`src/rtl/gpio_rmw_ctrl.sv`:
```
// gpio_rmw_ctrl: Wishbone master that runs atomic READ / WRITE / SET / CLR / TGL
// commands against the gpio_top register file on behalf of NUM_REQ requesters.
// A round-robin arbiter picks one command at a time. SET/CLR/TGL are done as a
// read followed by a write with cyc held high throughout, so the RMW is locked.
//
// Request handshake: a requester raises req_valid_i[n] with op/reg/mask and holds
// all of them stable until it sees req_ready_o[n]=1. The command is accepted on
// the clock edge that ends the ready cycle; ready is one-hot and is only ever
// raised in IDLE. Each accepted command gets exactly one one-cycle rsp_valid_o
// pulse, unless a reset aborts it.
module gpio_rmw_ctrl #(
  parameter int NUM_REQ = 4,
  parameter int AW      = 4,
  parameter int TIMEOUT = 16
) (
  input  logic                 wb_clk_i,
  input  logic                 wb_rst_i,
  input  logic [NUM_REQ-1:0]   req_valid_i,
  input  logic [3*NUM_REQ-1:0] req_op_i,
  input  logic [2*NUM_REQ-1:0] req_reg_i,
  input  logic [32*NUM_REQ-1:0] req_mask_i,
  output logic [NUM_REQ-1:0]   req_ready_o,
  output logic                 rsp_valid_o,
  output logic [2:0]           rsp_id_o,
  output logic                 rsp_err_o,
  output logic [31:0]          rsp_data_o,
  output logic                 wbm_cyc_o,
  output logic                 wbm_stb_o,
  output logic                 wbm_we_o,
  output logic [AW-1:0]        wbm_adr_o,
  output logic [3:0]           wbm_sel_o,
  output logic [31:0]          wbm_dat_o,
  input  logic [31:0]          wbm_dat_i,
  input  logic                 wbm_ack_i,
  input  logic                 wbm_err_i
);

  localparam logic [2:0] OP_READ  = 3'd0;
  localparam logic [2:0] OP_WRITE = 3'd1;
  localparam logic [2:0] OP_SET   = 3'd2;
  localparam logic [2:0] OP_CLR   = 3'd3;
  localparam logic [2:0] OP_TGL   = 3'd4;

  // Timeout counter counts 0..TIMEOUT-1 cycles of an unacknowledged access.
  localparam int TW       = (TIMEOUT > 1) ? $clog2(TIMEOUT) : 1;
  localparam int TMO_LAST = (TIMEOUT > 0) ? TIMEOUT - 1 : 0;

  typedef enum logic [1:0] {S_IDLE, S_RD, S_WR, S_RSP} state_t;

  state_t          state_q;
  logic [2:0]      ptr_q;
  logic [2:0]      id_q;
  logic [2:0]      op_q;
  logic [1:0]      reg_q;
  logic [31:0]     mask_q;
  logic [31:0]     old_q;
  logic [31:0]     data_q;
  logic            err_q;
  logic [TW-1:0]   tmo_q;

  logic            gnt_any;
  logic [2:0]      gnt_idx;
  logic [2:0]      gnt_op;
  logic [1:0]      gnt_reg;
  logic [31:0]     gnt_mask;
  logic            gnt_bad;
  logic [31:0]     wdat_d;
  logic            tmo_hit;
  logic            bus_act;

  // Round-robin pick: first valid requester above the pointer, else the lowest valid one.
  always_comb begin
    logic       hit_hi;
    logic [2:0] hi_idx;
    logic [2:0] lo_idx;
    hit_hi  = 1'b0;
    hi_idx  = '0;
    lo_idx  = '0;
    gnt_any = 1'b0;
    for (int i = 0; i < NUM_REQ; i++) begin
      if (!hit_hi && req_valid_i[i] && (3'(i) > ptr_q)) begin
        hit_hi = 1'b1;
        hi_idx = 3'(i);
      end
      if (!gnt_any && req_valid_i[i]) begin
        gnt_any = 1'b1;
        lo_idx  = 3'(i);
      end
    end
    gnt_idx = hit_hi ? hi_idx : lo_idx;
  end

  // Select the granted requester's command fields.
  always_comb begin
    gnt_op   = '0;
    gnt_reg  = '0;
    gnt_mask = '0;
    for (int i = 0; i < NUM_REQ; i++) begin
      if (3'(i) == gnt_idx) begin
        gnt_op   = req_op_i[i*3 +: 3];
        gnt_reg  = req_reg_i[i*2 +: 2];
        gnt_mask = req_mask_i[i*32 +: 32];
      end
    end
    // IN is read-only; ops 5..7 are undefined.
    gnt_bad = (gnt_op > OP_TGL) || ((gnt_reg == 2'd0) && (gnt_op != OP_READ));
  end

  // Value driven during the write phase.
  always_comb begin
    case (op_q)
      OP_SET:  wdat_d = old_q | mask_q;
      OP_CLR:  wdat_d = old_q & ~mask_q;
      OP_TGL:  wdat_d = old_q ^ mask_q;
      default: wdat_d = mask_q;
    endcase
  end

  assign tmo_hit = (TIMEOUT != 0) && (tmo_q == TW'(TMO_LAST));
  assign bus_act = (state_q == S_RD) || (state_q == S_WR);

  // Command sequencer: arbitration, bus phases, error/timeout handling and response capture.
  always_ff @(posedge wb_clk_i or posedge wb_rst_i) begin
    if (wb_rst_i) begin
      state_q <= S_IDLE;
      ptr_q   <= 3'(NUM_REQ - 1);
      id_q    <= '0;
      op_q    <= '0;
      reg_q   <= '0;
      mask_q  <= '0;
      old_q   <= '0;
      data_q  <= '0;
      err_q   <= 1'b0;
      tmo_q   <= '0;
    end else begin
      case (state_q)
        S_IDLE: begin
          if (gnt_any) begin
            ptr_q  <= gnt_idx;
            id_q   <= gnt_idx;
            op_q   <= gnt_op;
            reg_q  <= gnt_reg;
            mask_q <= gnt_mask;
            tmo_q  <= '0;
            data_q <= '0;
            err_q  <= gnt_bad;
            if (gnt_bad)                 state_q <= S_RSP;
            else if (gnt_op == OP_WRITE) state_q <= S_WR;
            else                         state_q <= S_RD;
          end
        end
        S_RD: begin
          if (wbm_err_i || (!wbm_ack_i && tmo_hit)) begin
            err_q   <= 1'b1;
            data_q  <= '0;
            state_q <= S_RSP;
          end else if (wbm_ack_i) begin
            old_q <= wbm_dat_i;
            tmo_q <= '0;
            if (op_q == OP_READ) begin
              data_q  <= wbm_dat_i;
              state_q <= S_RSP;
            end else begin
              state_q <= S_WR;
            end
          end else begin
            tmo_q <= tmo_q + 1'b1;
          end
        end
        S_WR: begin
          if (wbm_err_i || (!wbm_ack_i && tmo_hit)) begin
            err_q   <= 1'b1;
            data_q  <= '0;
            state_q <= S_RSP;
          end else if (wbm_ack_i) begin
            data_q  <= wdat_d;
            state_q <= S_RSP;
          end else begin
            tmo_q <= tmo_q + 1'b1;
          end
        end
        S_RSP:   state_q <= S_IDLE;
        default: state_q <= S_IDLE;
      endcase
    end
  end

  assign req_ready_o = ((state_q == S_IDLE) && gnt_any) ? (NUM_REQ'(1) << gnt_idx) : '0;
  assign wbm_cyc_o   = bus_act;
  assign wbm_stb_o   = bus_act;
  assign wbm_we_o    = (state_q == S_WR);
  assign wbm_adr_o   = bus_act ? (AW'(reg_q) << 2) : '0;
  assign wbm_sel_o   = bus_act ? 4'hF : 4'h0;
  assign wbm_dat_o   = (state_q == S_WR) ? wdat_d : '0;
  assign rsp_valid_o = (state_q == S_RSP);
  assign rsp_id_o    = (state_q == S_RSP) ? id_q : '0;
  assign rsp_err_o   = (state_q == S_RSP) ? err_q : 1'b0;
  assign rsp_data_o  = (state_q == S_RSP) ? data_q : '0;

endmodule

```
`config.mk`:
```
export PLATFORM = sky130hd
export DESIGN_NAME = gpio_rmw_ctrl
export DESIGN_NICKNAME = d
export VERILOG_FILES = /design/src/rtl/gpio_rmw_ctrl.sv
export SDC_FILE = /design/constraint.sdc
export NUM_CORES = 1
export LEC_CHECK = 0
export ABC_AREA = 1
export CAP_MARGIN = 5
export CORE_UTILIZATION = 43
export CTS_CLUSTER_DIAMETER = 40
export DETAILED_ROUTE_END_ITERATION = 12
export PLACE_DENSITY = 0.77
export SYNTH_ARGS = -nofsm -noshare
export SYNTH_HDL_FRONTEND = slang
export SYNTH_SLANG_ARGS = --single-unit
```
`constraint.sdc`:
```
create_clock -name wb_clk_i -period 3.85 [get_ports wb_clk_i]
set_input_delay 1.155 -clock wb_clk_i [delete_from_list [all_inputs] [get_ports wb_clk_i]]
set_output_delay 1.155 -clock wb_clk_i [all_outputs]
set_load 0.1 [all_outputs]
```
==> metrics.cfg, run 1 <==
[status]
status=finished, final reports clean

[logic_synthesis]
avgSynthCellArea_um2=7.08
synthSimpleGateAreaFrac_pct=24.4
synth_compound_area_share_pct=16.8
synth_top_area_share_pct=33.8
yosys.area.top_type=dfrtp_1
yosys.area_share.adder_pct=10.8
synth_edf_count=0
seq_area_frac_synth_pct=34.5
muxShareOfSynthArea_pct=0
postSynthCellCount=1149
async_reset_ff_share_pct=100
synthTopCellsByArea=dfrtp_1 34%, nand2_1 15%, ha_1 11%
synth.distinct_cells=35
yosysMostFrequentCell=nand2_1
synthXorXnorAreaFrac_pct=0
syn-cell-area_um2=8140
synth_common_cells=320 x nand2_1, 189 x inv_1, 110 x dfrtp_1
ys_seq_elements=112
synth_top_family_by_area=simple AND/OR/NAND/NOR gates
ys.flop_type=dfrtp_1
yosysWarningCount=0

[timing]
setup_viol=0
rsz0062_at_grt=no
tightest_slew_ns=0.871
max_slew_margin_pct=41.8
period_minus_slack_ns=3.76
maxSlewViolCount=0
setup-tns-final_ns=0
finalHoldViolCount=0
fin_skew_ns=0.0135
fmax_mhz=266
period_share_pct=97.6

[die]
num_rows=49
core_area_um2=18300
io_pins=272
start_util_pct=44.5
die_w_um=140
die_area_um2=19500
die_h_um=140

[clock_tree]
path_clk_slew_ns=0.06
cts.sinks=112
cts_max_level=3
cts_buffers=9
clockRootBuffer=clkbuf_16
cts-root-to-sink-buffers=2
post-cts-setup-buffers=0
cts_tree=done
clock_latency_ns=0.36

[placed_design]
dpl.hpwl_um=19900
gp_congestion=0.949
numPortBuffers=268

[critical_path]
worstSetupPathType=primary input to primary output
cp.required_ns=2.69
timing.rr.end=mask_q[19]
crit_slowest_cell=clkdlybuf4s50_1
rr_startpoint=ptr_q[1]
worstPathMaxFanout=5
slowest_delay_ns=0.47
crit_path_end_kind=primary output
cp_common_cell=nand2_1
worstSetupStartpointType=primary input
path_cells=clkdlybuf4s50_1, nor2_1, nand3_1, nand2_1, nand2_1, nor2_4, buf_12
r2r_setup_slack_ns=1.57
reg2reg_depth=10
cp_data_arrival_time_ns=2.60

[grt]
first_global_vias=8349
overflow=0
gr-usage-all-layers_pct=27.8
grt_pass1_wl_um=42600
grt_antenna_before_repair=0
grt_max_degree=44

[pwr]
finalPower_uw=11100
powerDensity_nw_per_um2=958
vdd_drop_max_mv=0.980
cellLeakagePower_uw=0.00577

[flow_run]
drv_cap=0

[cells_and_area]
syn2layout_area_growth_pct=43.1
drive_above_1_share_pct=14.4
layout.nets=1651
postLayoutCoreUtil_pct=63.7
num_antenna_cells=0

[route]
wl_per_cell_um=16.3
vias_per_cell=5.25
drtIter0Drc=488
drc=0
first_pass_iters=5
ant_nets=0
vias=8534
wl_um=26500

[hold_path]
hold_depth=2
hp-class=flip-flop to flip-flop
hp-start=id_q[0]
min_to=id_q[0]

per-stage QoR:
stage,instances,setup WS (ns),instance area [um2],hold slack (ns)
2_1_floorplan,1151,-0.222,8270,0.450
3_3_place_gp,1611,0.0296,11400,0.466
3_5_place_dp,1611,0.0377,11400,0.472
4_1_cts,1627,0.0321,11600,0.489
5_1_grt,1627,0.00266,11600,0.511
6_report,1627,0.0940,11600,0.489
routing by layer:
layer	vias up	GRT usage (%)	share of wire, %
li1	4175	-	-
met1	4008	36.4	44
met2	304	45.6	47
met3	47	4.61	6.2
met4	0	11.2	3.0
met5	-	0	0
flip-flops by register name, summed over array words and instances, names as in the netlist:
| name | count |
|---|---|
| data_q | 32 |
| mask_q | 32 |
| old_q | 32 |
| tmo_q | 4 |
| op_q | 3 |
| id_q | 2 |
| ptr_q | 2 |
| reg_q | 2 |
| state_q | 2 |
| err_q | 1 |
kinds of logic after synthesis:
kind of cell / count (synthesis)
AND/OR/NAND/NOR: 477
flip-flops: 112
buffers and inverters: 273
AO/OA/AOI/OAI: 216
adder cells (fa/ha/maj): 70
other: 1
critical path: cells and delay by family:
kind                   cells  cell delay, ns
AND/OR/NAND/NOR            5            0.78
buffers and inverters      2            0.65
final cells by class:
type | count | area (um2)
Fill cell | 1616 | 6630
Multi-Input combinational cell | 766 | 4390
Timing Repair Buffer | 301 | 3100
Sequential cell | 112 | 2810
Inverter | 203 | 766
Tap cell | 229 | 287
Clock buffer | 14 | 274
Clock inverter | 2 | 12.5
repair_timing:
item                                    in CTS  in global routing
hold buffers                                 0                  0
gates resized for setup                      0                  1
endpoints found under the setup margin       0                  2
cell usage in the layout, fill, tap and decap left out, drive strengths merged, types with 2 or more instances in the layout:
cell type,netlist,routed
nand3,29,29
o21ai,87,87
nand2,323,323
conb,1,3
clkbuf,43,14
dfstp,2,2
inv,202,201
nor3,3,3
clkdlybuf4s50,0,187
nor2,82,82
o21bai,2,2
dfrtp,110,110
a21oi,35,35
clkinvlp,0,2
buf,27,114
nand4,39,39
o22ai,32,32
clkinv,1,2
ha,70,70
a221oi,3,3
a22o,32,32
a41oi,23,23
report_power, final:
group	total, uW	internal, uW	switching, uW
combinational	7990	2410	5580
clock	943	494	449
sequential	2220	1720	493
total	11100	4620	6520
worst max path at each step:
| stage | start | to | slack, ns |
|---|---|---|---|
| after floorplan | req_valid_i[3] | req_ready_o[0] | -0.22 |
| after global placement | req_valid_i[3] | req_ready_o[3] | 0.03 |
| after detailed placement | req_valid_i[3] | req_ready_o[1] | 0.04 |
| after CTS | req_valid_i[3] | req_ready_o[1] | 0.03 |
| after global routing | req_valid_i[3] | req_ready_o[1] | 0.003 |
| final | req_valid_i[1] | req_ready_o[2] | 0.09 |
No activity file was read; power rests on OpenSTA's default activity.
==> run 2: changes to the inputs <==
Clock period 3.85 ns to 3.3 ns, I/O delays scaled along.
==> run 2 against run 1 <==
Compared with the run above: sequential cell count is the same; worst setup slack gained 0.038 ns; register-to-register slack lost 0.70 ns; critical endpoint is now req_ready_o[1]; largest cell class unchanged.
==> metrics.cfg, run 2 (same netlist as run 1, synthesis figures left out) <==
[timing]
finalHoldViolCount=0
maxSlewViolCount=0
period_share_pct=96.0
setup-tns-final_ns=0
fmax_mhz=316
period_minus_slack_ns=3.17
setup_viol=0
max_slew_margin_pct=55.1
fin_skew_ns=0.00796
tightest_slew_ns=0.673
rsz0062_at_grt=no

[critical_path]
rr_startpoint=state_q[1]
crit_slowest_cell=dlygate4sd2_1
path_buf_inv=4
cp_data_arrival_time_ns=2.18
worstSetupStartpointType=primary input
worstPathMaxFanout=4
cp.required_ns=2.31
r2r_setup_slack_ns=0.87
slowest_delay_ns=0.27
crit_path_end_kind=primary output
reg2reg_depth=9
worstSetupPathType=primary input to primary output
path_cells=dlygate4sd2_1, nand2_1, nand2_1, nand2_1, nand2_4, buf_12, buf_4, nor2_4, buf_12
path_delay_family=buffers and inverters
cp_common_cell=nand2_1
crit_cells=9
timing.rr.end=data_q[28]

[route]
wl_um=26400
wl_per_cell_um=16.2
first_pass_iters=5
vias=8651
ant_nets=0
drtIter0Drc=549
drc=0
vias_per_cell=5.30

[cells_and_area]
layout_common_cells=316 x nand2_1, 186 x inv_1, 183 x clkdlybuf4s50_1
multi_input_area_um2=4570
num_antenna_cells=0
postLayoutCoreUtil_pct=68.4
layout.nets=1658
fillers=1495
fin_area_um2=12500
layout_commonest_cell=nand2_1
drive_above_1_share_pct=15.0
reg_top3=data_q: 32 flops, mask_q: 32 flops, old_q: 32 flops
register_area_um2=2810
syn2layout_area_growth_pct=53.7

[grt]
first_global_vias=8339
overflow=0
gr-usage-all-layers_pct=27.4
grt_pass1_wl_um=42000
grt_max_degree=113
grt_antenna_before_repair=0

[clock_tree]
path_clk_slew_ns=0.07
holdBufCountCts=0
cts_buffers=9
cts_tree=done
cts-root-to-sink-buffers=2
cts_max_level=3
clock_latency_ns=0.36
clockRootBuffer=clkbuf_16
cts.sinks=112

[die]
die_w_um=140
start_util_pct=44.5
core_area_um2=18300
num_rows=49
die_h_um=140
die_area_um2=19500
io_pins=272

[hold_path]
hp-class=flip-flop to flip-flop
min_to=id_q[1]
hold_depth=2
hp-start=id_q[1]

[placed_design]
gp_congestion=0.893
placed_area_um2=12200
numPortBuffers=268
dpl.hpwl_um=19900

[flow_run]
drv_cap=0

[pwr]
powerDensity_nw_per_um2=1110
vdd_drop_max_mv=1.76
cellLeakagePower_uw=0.00598

[status]
status=finished, final reports clean

[run 2: cell types whose count changed in the layout (fill, tap and decap cells not counted), moves of 4 or more]
cell,before,now
buf_12,30,84
buf_4,84,37
nor2_4,8,35
nor2_2,35,9
clkdlybuf4s50_1,187,183
[run 2: cell type report]
cell class,count,area share (%)
Tap cell,229,2.29
Timing Repair Buffer,308,30.6
Sequential cell,112,22.4
Inverter,203,6.16
Clock inverter,2,0.0801
Multi-Input combinational cell,766,36.5
Clock buffer,11,1.86
[run 2: worst reg2reg max path: cells and delay by family (launching register included)]
family          cells  cell delay, ns
buf+inv             3            0.86
simple gates        4            0.54
flops               1            0.45
fa+ha+maj           1            0.25
compound gates      1            0.21
[run 2: report_power, final]
part	switching (uW)	total, uW	internal [uW]	leakage, uW
Combinational	6840	10300	3440	0.00445
Clock	504	1000	499	0.000121
Sequential	586	2600	2010	0.00141
[run 2: repair_timing]
item,4_1_cts,5_1_grt
endpoints found under the setup margin,4,3
buffers inserted,0,1
pin swaps,4,4
gates resized for setup,10,6
[run 2: per-stage QoR]
step                      instances  total power, uW  worst slack [ns]  hold slack [ns]
after detailed placement       1618            12800            -0.117            0.469
after CTS                      1630            13900            0.0104            0.488
after floorplan                1151             9540            -0.432            0.450
after global routing           1631            14700            0.0563            0.521
after global placement         1618            12600            -0.135            0.462
final                          1631            13900             0.132            0.488
[run 2: metal layers]
metal | part of all wire [%] | vias up | global-route usage, %
met4 | 2.6 | 0 | 11.5
met3 | 6.9 | 41 | 4.75
li1 | - | 4199 | -
met5 | 0 | - | 0
met1 | 42 | 4065 | 35.3
met2 | 48 | 346 | 45.5
[run 2: worst max path at each step]
| stage | endpoint | startpoint | slack [ns] |
|---|---|---|---|
| after detailed placement | req_ready_o[1] | req_valid_i[3] | -0.12 |
| after floorplan | req_ready_o[0] | req_valid_i[3] | -0.43 |
| after global routing | req_ready_o[0] | req_valid_i[2] | 0.06 |
| after global placement | req_ready_o[0] | req_valid_i[1] | -0.14 |
| final | req_ready_o[1] | req_valid_i[2] | 0.13 |
| after CTS | req_ready_o[3] | req_valid_i[0] | 0.01 |
==> run 3: changes to the inputs <==
Settings changed: CTS_CLUSTER_SIZE from default to 40.
==> results of run 3 <==
Same layout as run 2: the final DEF is identical, and so are final timing and power.
